**config.mk**
```make
export PLATFORM = sky130hd
export DESIGN_NAME = fanout_fork_ctrl_flat
export DESIGN_NICKNAME = d
export VERILOG_FILES = /design/src/rtl/fanout_fork_ctrl_if.sv /design/src/rtl/fanout_fork_ctrl.sv /design/src/flat_wrapper.sv
export SDC_FILE = /design/constraint.sdc
export NUM_CORES = 1
export LEC_CHECK = 0
export ABC_AREA = 0
export CORE_ASPECT_RATIO = 1.25
export CORE_MARGIN = 2
export CORE_UTILIZATION = 30
export CTS_BUF_LIST = sky130_fd_sc_hd__clkbuf_4 sky130_fd_sc_hd__clkbuf_8
export CTS_CLUSTER_SIZE = 20
export DETAILED_ROUTE_END_ITERATION = 10
export GPL_TIMING_DRIVEN = 0
export SETUP_SLACK_MARGIN = 0.2
export SLEW_MARGIN = 20
export SYNTH_ARGS = -nofsm -noshare
export SYNTH_HDL_FRONTEND = slang
export SYNTH_SLANG_ARGS = --single-unit
```
**constraint.sdc**
```tcl
create_clock -name CLK -period 2.6 [get_ports CLK]
set_input_delay 0.26 -clock CLK [delete_from_list [all_inputs] [get_ports CLK]]
set_output_delay 0.26 -clock CLK [all_outputs]
set_load 0.02 [all_outputs]
```
**src/rtl/fanout_fork_ctrl_if.sv**
```systemverilog
// fanout_fork_ctrl_if
// Handshake bundle between one producer, the fork and NUM_OUT consumers.
//   in_data/in_valid/in_ready    : producer side token handshake
//   out_data                     : held token, broadcast to every consumer
//   out_valid/out_ready          : one valid/ready pair per consumer
// Modports:
//   master : the surrounding environment (drives producer token and consumer readies)
//   slave  : the fork itself
interface fanout_fork_ctrl_if #(
  parameter int NUM_OUT = 6,
  parameter int DATA_W  = 16
);
  logic [DATA_W-1:0]  in_data;
  logic               in_valid;
  logic               in_ready;
  logic [DATA_W-1:0]  out_data;
  logic [NUM_OUT-1:0] out_valid;
  logic [NUM_OUT-1:0] out_ready;

  modport master (
    output in_data, in_valid, out_ready,
    input  in_ready, out_data, out_valid
  );

  modport slave (
    input  in_data, in_valid, out_ready,
    output in_ready, out_data, out_valid
  );
endinterface

```
**src/rtl/fanout_fork_ctrl.sv**
```systemverilog
// fanout_fork_ctrl
// One-entry fork: accepts a producer token, holds it and offers it to every
// enabled consumer. Each consumer takes the token exactly once; when every
// enabled consumer has taken it the token is released and a new one may be
// loaded in that same cycle, giving one token per cycle when all are ready.
// Ports:
//   CLK         : clock, rising edge
//   ASYNCRESET  : asynchronous active-high reset
//   flush       : synchronous drop of the held token (tok_count untouched)
//   cfg_en_mask : per-consumer participation enable, evaluated every cycle
//   bus         : producer/consumer handshakes (slave modport)
//   tok_count   : number of released tokens, wraps at 16 bits
//   busy        : a token is held
module fanout_fork_ctrl #(
  parameter int NUM_OUT = 6,
  parameter int DATA_W  = 16
) (
  input  logic               CLK,
  input  logic               ASYNCRESET,
  input  logic               flush,
  input  logic [NUM_OUT-1:0] cfg_en_mask,
  fanout_fork_ctrl_if.slave  bus,
  output logic [15:0]        tok_count,
  output logic               busy
);

  typedef enum logic {
    ST_EMPTY = 1'b0,
    ST_FULL  = 1'b1
  } state_t;

  state_t             state_reg, state_next;
  logic [DATA_W-1:0]  data_reg, data_next;
  logic [NUM_OUT-1:0] done_reg, done_next;
  logic [15:0]        count_reg, count_next;

  logic               full;
  logic [NUM_OUT-1:0] out_valid_w;
  logic [NUM_OUT-1:0] out_fire;
  logic [NUM_OUT-1:0] taken;
  logic               tok_release;
  logic               in_ready_w;
  logic               in_fire;

  assign full = (state_reg == ST_FULL);

  // A consumer counts as having taken the token if it is disabled right now,
  // already took it earlier, or takes it this cycle. Disabling a consumer
  // mid-token therefore lets the token release without it.
  generate
    for (genvar gi = 0; gi < NUM_OUT; gi++) begin : g_port
      assign out_valid_w[gi] = full & cfg_en_mask[gi] & ~done_reg[gi];
      assign out_fire[gi]    = out_valid_w[gi] & bus.out_ready[gi];
      assign taken[gi]       = ~cfg_en_mask[gi] | done_reg[gi] | out_fire[gi];
    end
  endgenerate

  assign tok_release = full & (&taken);
  assign in_ready_w  = ~flush & (~full | tok_release);
  assign in_fire     = bus.in_valid & in_ready_w;

  always_comb begin
    state_next = state_reg;
    data_next  = data_reg;
    done_next  = done_reg;
    count_next = count_reg;
    if (flush) begin
      // flush wins over load and release; a release in this cycle is not counted
      state_next = ST_EMPTY;
      done_next  = '0;
    end else begin
      case (state_reg)
        ST_EMPTY: begin
          if (in_fire) begin
            state_next = ST_FULL;
            data_next  = bus.in_data;
            done_next  = '0;
          end
        end
        ST_FULL: begin
          if (tok_release) begin
            count_next = count_reg + 16'd1;
            done_next  = '0;
            if (in_fire) begin
              // back-to-back: the next token replaces the released one
              data_next = bus.in_data;
            end else begin
              state_next = ST_EMPTY;
            end
          end else begin
            done_next = done_reg | out_fire;
          end
        end
        default: begin
          state_next = ST_EMPTY;
        end
      endcase
    end
  end

  always_ff @(posedge CLK or posedge ASYNCRESET) begin
    if (ASYNCRESET) begin
      state_reg <= ST_EMPTY;
      data_reg  <= '0;
      done_reg  <= '0;
      count_reg <= '0;
    end else begin
      state_reg <= state_next;
      data_reg  <= data_next;
      done_reg  <= done_next;
      count_reg <= count_next;
    end
  end

  assign bus.in_ready  = in_ready_w;
  assign bus.out_data  = data_reg;
  assign bus.out_valid = out_valid_w;
  assign tok_count     = count_reg;
  assign busy          = full;

endmodule
```
**src/flat_wrapper.sv**
```systemverilog
// flat-port wrapper written by rule: the top's interface ports become plain ports
module fanout_fork_ctrl_flat 
#(
  parameter int NUM_OUT = 6,
  parameter int DATA_W  = 16
)
  (CLK, ASYNCRESET, flush, cfg_en_mask, tok_count, busy, bus_in_data, bus_in_valid, bus_out_ready, bus_in_ready, bus_out_data, bus_out_valid);
  fanout_fork_ctrl_if #(.NUM_OUT(NUM_OUT), .DATA_W(DATA_W)) bus_i ();
  input  logic CLK;
  input  logic ASYNCRESET;
  input  logic flush;
  input  logic [NUM_OUT-1:0] cfg_en_mask;
  output logic [15:0] tok_count;
  output logic busy;
  input wire logic [$bits(bus_i.in_data)-1:0] bus_in_data;
  input wire logic [$bits(bus_i.in_valid)-1:0] bus_in_valid;
  input wire logic [$bits(bus_i.out_ready)-1:0] bus_out_ready;
  output wire logic [$bits(bus_i.in_ready)-1:0] bus_in_ready;
  output wire logic [$bits(bus_i.out_data)-1:0] bus_out_data;
  output wire logic [$bits(bus_i.out_valid)-1:0] bus_out_valid;
  assign bus_i.in_data = bus_in_data;
  assign bus_i.in_valid = bus_in_valid;
  assign bus_i.out_ready = bus_out_ready;
  assign bus_in_ready = bus_i.in_ready;
  assign bus_out_data = bus_i.out_data;
  assign bus_out_valid = bus_i.out_valid;
  fanout_fork_ctrl #(.NUM_OUT(NUM_OUT), .DATA_W(DATA_W)) u_core (.CLK(CLK), .ASYNCRESET(ASYNCRESET), .flush(flush), .cfg_en_mask(cfg_en_mask), .bus(bus_i), .tok_count(tok_count), .busy(busy));
endmodule
```
# Yosys cells after proc, flatten, opt, wreduce, memory -nomap -nowiden
# Cells that the tools add are included.
[classes] reduce_logical=3 n_mux=11 eq_ne=2 add_sub_neg=1 n_bitwise=49
[op_table] cell="16-bit 2-to-1 mux" count=2
[op_table] cell="16-bit one-hot mux with 2 select lines" count=1
[op_table] cell="1-bit AND" count=21
[op_table] cell="6-bit 2-to-1 mux" count=3
[op_table] cell="16-bit by 1-bit adder with 16-bit output, second input constant" count=1
[op_table] cell="1-bit inverter" count=14
[op_table] cell="1-bit OR" count=13
[op_table] cell="6-bit one-hot mux with 2 select lines" count=1
[op_table] cell="6-bit OR" count=1
[op_table] cell="6-bit AND reduction" count=1
[op_table] cell="1-bit 2-to-1 mux" count=3
[op_table] cell="3-bit by 2-bit inequality test with 1-bit output, second input constant" count=1
[op_table] cell="3-bit AND reduction" count=1
[op_table] cell="2-bit inequality test, second input constant" count=1
[op_table] cell="1-bit one-hot mux with 2 select lines" count=1
[op_table] cell="2-bit AND reduction" count=1
[word_totals] inputBits=32 ff_bits=39

# Longest topological paths before layout
# Gate-level depths: netlist (run 1).
[logic_depth] word_depth=13 depth_mapped=7 mapped_depth_nobuf=5

# Worst setup path before layout (run 1)
# No wires, ideal clock.
[synth_path] path_type="register -> register" startpoint="register u_core.state_reg (netlist: u_core.busy)" endpoint="register u_core.data_reg[0] (netlist: u_core.bus.out_data[0])" required_ns=2.475 t_arrival_ns=1.861 path_slack_ns=0.614 synth_period_minus_slack_ns=1.986 path_stages_with_launch=8 path_buffers=2 cell_sequence="dfrtp_1 -> buf_6 -> nand2_1 -> a22o_4 -> o31ai_4 -> nand3b_4 -> buf_6 -> mux2_4"
[synth_between] elab_chain_cells=12
[synth_lines] element="from (decl)" line_no="fanout_fork_ctrl.sv:32" text="state_t state_reg, state_next;"
[synth_lines] element="from (signal assigned)" line_no="fanout_fork_ctrl.sv:108" text="state_reg <= state_next;"
[synth_lines] element="1-bit AND (2 in series)" line_no="fanout_fork_ctrl.sv:52" text="assign out_valid_w[gi] = full & cfg_en_mask[gi] & ~done_reg[gi];"
[synth_lines] element="1-bit AND" line_no="fanout_fork_ctrl.sv:53" text="assign out_fire[gi] = out_valid_w[gi] & bus.out_ready[gi];"
[synth_lines] element="1-bit OR" line_no="fanout_fork_ctrl.sv:54" text="assign taken[gi] = ~cfg_en_mask[gi] | done_reg[gi] | out_fire[gi];"
[synth_lines] element="6-bit AND reduction" line_no="fanout_fork_ctrl.sv:58" text="assign tok_release = full & (&taken);"
[synth_lines] element="1-bit AND" line_no="fanout_fork_ctrl.sv:58"
[synth_lines] element="1-bit OR" line_no="fanout_fork_ctrl.sv:59" text="assign in_ready_w = ~flush & (~full | tok_release);"
[synth_lines] element="1-bit AND" line_no="fanout_fork_ctrl.sv:59"
[synth_lines] element="1-bit AND" line_no="fanout_fork_ctrl.sv:60" text="assign in_fire = bus.in_valid & in_ready_w;"
[synth_lines] element="16-bit 2-to-1 mux (2 in series)"
[synth_lines] element="16-bit one-hot mux with 2 select lines" line_no="fanout_fork_ctrl.sv:72" text="case (state_reg)"
[synth_lines] element="to (signal assigned)" line_no="fanout_fork_ctrl.sv:109" text="data_reg <= data_next;"
[synth_lines] element="to (decl)" line_no="fanout_fork_ctrl.sv:33" text="logic [DATA_W-1:0] data_reg, data_next;"
# Several ways; a longest one is shown, not always the timed one. The select of a mux whose other input is x is not followed.
# A chain may end at the register's enable or synchronous reset.

# Final worst setup path (run 1)
[layout_path] startpoint="input port cfg_en_mask[0]" endpoint="output port bus_in_ready"
[layout_between] elab_chain_cells=8
[layout_lines] element="from (decl)" line_no="flat_wrapper.sv:12" text="input logic [NUM_OUT-1:0] cfg_en_mask;"
[layout_lines] element="1-bit AND (2 in series)" line_no="fanout_fork_ctrl.sv:52"
[layout_lines] element="1-bit AND" line_no="fanout_fork_ctrl.sv:53"
[layout_lines] element="1-bit OR *" line_no="fanout_fork_ctrl.sv:54"
[layout_lines] element="6-bit AND reduction *" line_no="fanout_fork_ctrl.sv:58"
[layout_lines] element="1-bit AND *" line_no="fanout_fork_ctrl.sv:58"
[layout_lines] element="1-bit OR *" line_no="fanout_fork_ctrl.sv:59"
[layout_lines] element="1-bit AND *" line_no="fanout_fork_ctrl.sv:59"
[layout_lines] element="to (decl)" line_no="flat_wrapper.sv:18" text="output wire logic [$bits(bus_i.in_ready)-1:0] bus_in_ready;"
# Every way passes the cells marked *; elsewhere a longest branch is shown, timed or not.

==> results of run 1 <==
## critical path, cell delays in order
cell,delay (ns)
clkdlybuf4s50_1,0.44
nor2b_1,0.16
a22o_1,0.28
o31ai_4,0.37
nor2b_1,0.17
dlygate4sd2_1,0.34
## power by group through the flow
stage / clock network, mW / logic (mW) / registers (mW)
finish: 0.604 / 0.423 / 0.702
global route: 0.659 / 0.452 / 0.711
CTS: 0.630 / 0.430 / 0.703
detailed placement: 0 / 0.428 / 0.715
global placement: 0 / 0.424 / 0.712
floorplan: 0 / 0.145 / 0.787
## cell usage in the layout, fill, tap and decap left out, types with 2 or more instances in the layout
cell,n
clkdlybuf4s50_1,70
dfrtp_1,38
xnor2_1,14
mux2_4,10
and2_1,8
nor2b_1,7
mux2_2,7
nand4_1,6
nand2_1,6
nand3_1,5
a31oi_1,5
nor2_1,5
clkbuf_8,5
and3_1,3
nand3b_1,3
and4_1,2
buf_6,2
nand2b_1,2
a22o_4,2
a21o_1,2
a21oi_1,2
bufinv_16,2
## cell usage after synthesis, drive strengths merged (3+ instances only)
cell type,n
and3,3
nand3b,4
dfrtp,39
a22o,3
nand4,6
mux2,17
buf,3
a31oi,5
nand3,5
nor2b,7
nand2,7
nor2,5
xnor2,14
and2,8
## routing by layer
layer	wire, microns	part of all wire, %	track usage (%)	up-vias
met5	0	0	0	-
met4	19	0.47	3.64	0
met3	254	6.3	4.00	2
met2	2000	50	21.4	48
met1	1770	44	15.5	669
li1	-	-	-	661
## worst max-delay path by stage
| stage | from | to | slack, ns | cells past startpoint |
|---|---|---|---|---|
| 2_1_floorplan | u_core.busy | u_core.bus.out_data[0] | 0.61 | 7 |
| 3_3_place_gp | bus_out_ready[0] | bus_in_ready | 0.03 | 6 |
| 3_5_place_dp | cfg_en_mask[0] | bus_in_ready | 0.03 | 6 |
| 4_1_cts | u_core.busy | bus_in_ready | 0.26 | 6 |
| 5_1_grt | u_core.busy | bus_in_ready | 0.20 | 6 |
| 6_report | cfg_en_mask[0] | bus_in_ready | 0.33 | 6 |
## cell type report
| type | count | area (sq um) |
|---|---|---|
| buffer | 4 | 31.3 |
| clock buffer | 6 | 76.3 |
| clock inverter | 2 | 60.1 |
| fill | 561 | 3050 |
| inverter | 2 | 7.51 |
| multi-input combinational | 98 | 826 |
| sequential | 39 | 977 |
| tap | 82 | 103 |
| timing repair buffer | 72 | 729 |
## repair_timing
action                                  CTS  global route
hold buffers                              0             0
pin swaps                                 0             0
endpoints found under the setup margin    1             1
gates cloned                              0             0
gates resized for setup                   1             1
## logic make-up (layout without fill, tap and decap cells)
group                      count (synthesis)  in the layout  share of synthesized area (%)
xor gates and xnor gates                  15             15                           7.14
AOI/OAI and AO/OA                         14             14                           7.07
muxes                                     17             17                           12.4
and+or+nand+nor                           51             51                           17.5
buffers and inverters                      6             86                           2.11
adders and majority gates                  1              1                          0.680
DFF                                       39             39                           53.0
## through the flow
| stage | std cells | hold WS (ns) | total power, mW | cell area, sq um | setup WS (ns) |
|---|---|---|---|---|---|
| after floorplan | 143 | 0.323 | 0.932 | 1840 | 0.614 |
| after global placement | 296 | 0.460 | 1.14 | 2650 | 0.0276 |
| after detailed placement | 297 | 0.464 | 1.14 | 2670 | 0.0338 |
| after CTS | 305 | 0.200 | 1.76 | 2810 | 0.260 |
| after global routing | 305 | 0.212 | 1.82 | 2810 | 0.203 |
| final | 305 | 0.205 | 1.73 | 2810 | 0.326 |
==> results by group, run 1 <==
Pwr
  • Combinational share of power: about a quarter
  • Max VDD drop: 0.267 mV
  • Switching share of total power: 24.8%
  • Share of power burned in registers: between 40% and 50%
  • Clock network power share: about a third
  • Internal: between 1 and 1.5 mW
  • Switching power: 0.429 mW
  • Leak: about 1.2 nW
  • Power Dens Cells: 616 mW/mm^2

Timing
  • Measured slew at the worst slew-check pin: roughly 0.53 ns
  • Slew margin rel.: between 60% and 70%
  • Tcrit/Tclk final: between 80% and 90%
  • Final Critical Period: 2.27 ns
  • Final-report max-slew violation count: 0
  • RSZ-0062 raised after global routing: false
  • Endpoints failing setup: 0
  • Final count of hold timing violations: 0
  • Skew final: just over 0.007 ns
  • F_max: between 400 and 500 MHz
  • Setup TNS: 0 ns

Logic synthesis
  • Seq cells post-synth: 39
  • Syn Area/Cell: between 10 and 15 sq um
  • Syn nets: 176
  • Post-synth top area cell: dfrtp_1
  • Number of synthesized flops with an enable pin: 0
  • Cell Area, Synth: about 0.0018 sq mm
  • Distinct cell type count after synthesis: 31
  • Synth area leaders: dfrtp_1, mux2_4, xnor2_1
  • Synth warn: 0
  • Share of the synthesized area in the top cell type: between 50% and 60%
  • Ys flop type: dfrtp_1
  • Synth Instances: approximately 140
  • Seq/Total Area, Yosys: a little over half
  • Synth async-reset ratio: between 90% and 100%

CTS
  • Post CTS Setup Buffer Count: 0
  • TritonCTS clock tree: built
  • H-tree depth: 2
  • Root Buffer: clkbuf_8
  • TritonCTS buffer count: 5
  • Clk_lat worst skew: a little under 0.3 ns
  • Clk pin slew, worst setup/hold paths: approximately 0.070 ns
  • CTS Buffer Depth: 2
  • Sink Count: 39

Detailed routing
  • Post-DRT Antenna Nets: 0
  • Routed WL per cell: roughly 13 microns
  • Drt total wl: 4050 microns
  • DRT iter0 DRCs: between 70 and 80
  • First-pass DRT Iterations: 4
  • Via Count: roughly 1400
  • Vias per cell: between 4 and 5
  • DRC viols: 0

Critical path
  • Startpoint types: input port
  • Reg2reg start: u_core.busy
  • FF-to-FF path depth: 7
  • Flop2flop setup slack: roughly 0.53 ns
  • Worst endpoint required time: 2.34 ns
  • Worst Setup Path Type: in -> out
  • R2r endpoint: u_core.tok_count[13]
  • Crit end category: primary output
  • Worst-path fanout max: 4
  • Arr. time, crit path: around 2.0 ns

Floorplan
  • Starting Density: a little under a third
  • FP Rows: 31
  • Chip height: 91.6 microns
  • Chip width: 74.1 microns
  • IO Count: slightly above 70
  • Core area: about 0.0059 sq mm
  • Die area: a little under 0.007 sq mm

Final layout
  • Layout area overhead: 52.7%
  • Post-layout util: between 40% and 50%
  • Fraction of layout cells with a size suffix above 1: between 10% and 20%
  • Antenna cells: 0
  • Fin nets: ~260

Global route
  • Vias in the first global route: around 1400
  • Initial antenna violation count: 0
  • Largest net degree at the start of global routing: 33
  • Tot GR Track Use: 12.8%
  • Remaining Overflow, GRT: 0
  • First-pass GRT wire length: between 6000 and 7000 microns

Place
  • Port Buffers: between 70 and 80
  • HPWL after DPL: 3020 microns
  • GP Congestion: 0.718

Status
  • Status: finished clean

Worst hold path
  • Worst hold path class: in -> async

Flow run
  • Max Cap Violations: 0
Power figures use the tool's default switching activity.
==> run 2, diff against run 1 <==
==> constraint.sdc (replaced) <==
create_clock -name CLK -period 2.6 [get_ports CLK]
set_input_delay 0.52 -clock CLK [delete_from_list [all_inputs] [get_ports CLK]]
set_output_delay 0.52 -clock CLK [all_outputs]
set_load 0.02 [all_outputs]
==> run 2 against run 1 <==
Clock skew hardly changed. Non-clock buffer count is 4 higher. Critical endpoint unchanged. Highest routed layer unchanged. Hold slack better by 0.26 ns. Register-to-register slack worse by 0.04 ns. Global-route usage is 0.090 points higher. Critical path depth stayed put. Clock power hardly changed. Clock-buffer cell count stayed put. Die area stayed put. Sequential power hardly changed. Final cell count is 1.3% higher.
==> results by group, run 2 (synthesized netlist as in run 1, its figures left out) <==
Place
  • Cell Area, Placed: ~0.0027 sq mm
  • Dpl ws: -0.486 ns
  • Port Buffers: 71
  • GP Congestion: 0.718
  • Placed cells: between 200 and 300
  • HPWL after DPL: a little over 3000 microns

Timing
  • Final count of hold timing violations: 0
  • F_max: between 400 and 500 MHz
  • Final-report max-slew violation count: 0
  • Tcrit/Tclk final: between 80% and 90%
  • Slew margin rel.: 64.2%
  • Hold Slack: 0.464 ns
  • Endpoints failing setup: 0
  • Measured slew at the worst slew-check pin: around 0.53 ns
  • Final Critical Period: ~2.2 ns
  • Setup TNS: 0 ns
  • Final worst slack: between 0.3 and 0.4 ns
  • RSZ-0062 raised after global routing: false
  • Skew final: 0.00721 ns

Floorplan
  • Die area: ~0.0068 sq mm
  • Starting Density: 31.4%
  • Core area: 0.00586 sq mm
  • Chip width: roughly 74 microns
  • FP Rows: 31
  • IO Count: 72
  • Chip height: roughly 92 microns

Critical path
  • CP max stage cell: dfrtp_2
  • Arr. time, crit path: 1.73 ns
  • CP max stage delay: roughly 0.39 ns
  • Worst Setup Path Type: reg -> out
  • Worst endpoint required time: roughly 2.1 ns
  • Crit end category: primary output
  • Worst path top cell family by delay: compound AO/OA/AOI/OAI gates
  • Worst-path fanout max: 10
  • Crit-path cells: buf_6, nand2_1, a22o_4, o31ai_4, nor2b_1, buf_4
  • Buf+Inv Stages, Crit Path: 2
  • Flop2flop setup slack: about 0.49 ns
  • Startpoint types: flip-flop

Flow run
  • Max Cap Violations: 0

Worst hold path
  • Worst hold path class: in -> async

Global route
  • Vias in the first global route: between 1000 and 1500
  • Remaining Overflow, GRT: 0
  • Tot GR Track Use: between 10 and 15%
  • Largest net degree at the start of global routing: 33
  • Initial antenna violation count: 0
  • First-pass GRT wire length: approximately 6700 microns

Status
  • Status: finished clean

Final layout
  • Commonest non-fill, non-tap cells in the layout: clkdlybuf4s50_1, dfrtp_1, xnor2_1
  • Layout area overhead: 58.1%
  • Fin nets: roughly 260
  • Non-filler cells in the finished layout: between 300 and 400
  • Most common cell after layout, fill and taps aside: clkdlybuf4s50_1
  • Post-layout util: between 40% and 50%
  • Layout fillers: ~560
  • Fraction of layout cells with a size suffix above 1: about 22%
  • Antenna cells: 0
  • Post-route cell area: between 0.002 and 0.003 sq mm

CTS
  • CTS Buffer Depth: 2
  • Root Buffer: clkbuf_8
  • TritonCTS buffer count: 5
  • Sink Count: 39
  • Clk pin slew, worst setup/hold paths: 0.08 ns
  • H-tree depth: 2
  • Clk_lat worst skew: between 0.2 and 0.3 ns
  • TritonCTS clock tree: built

Detailed routing
  • First-pass DRT Iterations: 4
  • Vias per cell: 4.50
  • DRC viols: 0
  • Via Count: around 1400
  • DRT iter0 DRCs: 55
  • Routed WL per cell: 13.3 microns
  • Post-DRT Antenna Nets: 0
  • Drt total wl: between 4000 and 5000 microns

Pwr
  • Max VDD drop: approximately 0.27 mV
  • Overall power: roughly 1.7 mW
  • Power Dens Cells: ~600 mW/mm^2
  • Leak: ~1.4 nW
[run 2: cell count changes in the layout (fill, tap and decap cells not counted), sizes merged]
cell | previous run | this run
dlymetal6s2s | 0 | 12
dlygate4sd2 | 1 | 6
clkdlybuf4s50 | 70 | 52
buf | 4 | 9
[run 2: worst reg2reg max path, cell delays in order, from the launching register on]
cell,delay (ns)
dfrtp_2,0.39
buf_6,0.14
nand2_1,0.07
a22o_4,0.27
nor4_4,0.52
buf_2,0.33
nand4_1,0.14
xnor2_1,0.15
[run 2: cell type report]
type                            count  area, sq um  share of cell area [%]
Buffer                              4         32.5                    1.12
Clock buffer                        6         76.3                    2.62
Clock inverter                      2         60.1                    2.06
Inverter                            2         7.51                   0.258
Multi-Input combinational cell     98          872                    30.0
Sequential cell                    39          977                    33.6
Tap cell                           82          103                    3.53
Timing Repair Buffer               76          781                    26.8
[run 2: per-layer routing]
layer	track usage [%]	vias to the layer above	share of wire, %
met4	3.64	0	0.46
li1	-	668	-
met2	21.4	50	50
met5	0	-	0
met1	15.7	672	42
met3	4.00	2	6.8
[run 2: what timing repair did]
item	in CTS	in global routing
endpoints found under the hold margin	0	0
setup buffers	1	3
gates cloned	0	0
pin swaps	2	6
endpoints found under the setup margin	8	3
gates resized for setup	11	26
hold buffers	0	0
[run 2: path summary, 6_finish.rpt]
check / depth (start not counted) / startpoint / endpoint
hold reg to reg: 1 / u_core.tok_count[15] / u_core.tok_count[15]
setup / recovery: 6 / u_core.busy / bus_in_ready
hold / removal: 2 / ASYNCRESET / u_core.done_reg[5]
min in group CLK: 1 / u_core.tok_count[15] / u_core.tok_count[15]
max in group asynchronous: 3 / ASYNCRESET / u_core.bus.out_data[13]
setup reg to reg: 7 / u_core.busy / u_core.tok_count[13]
[run 2: power by group]
| part | leakage, nW | internal (mW) | switching, mW |
|---|---|---|---|
| logic | 0.815 | 0.245 | 0.187 |
| registers | 0.505 | 0.667 | 0.0355 |
| clock network | 0.0688 | 0.394 | 0.211 |
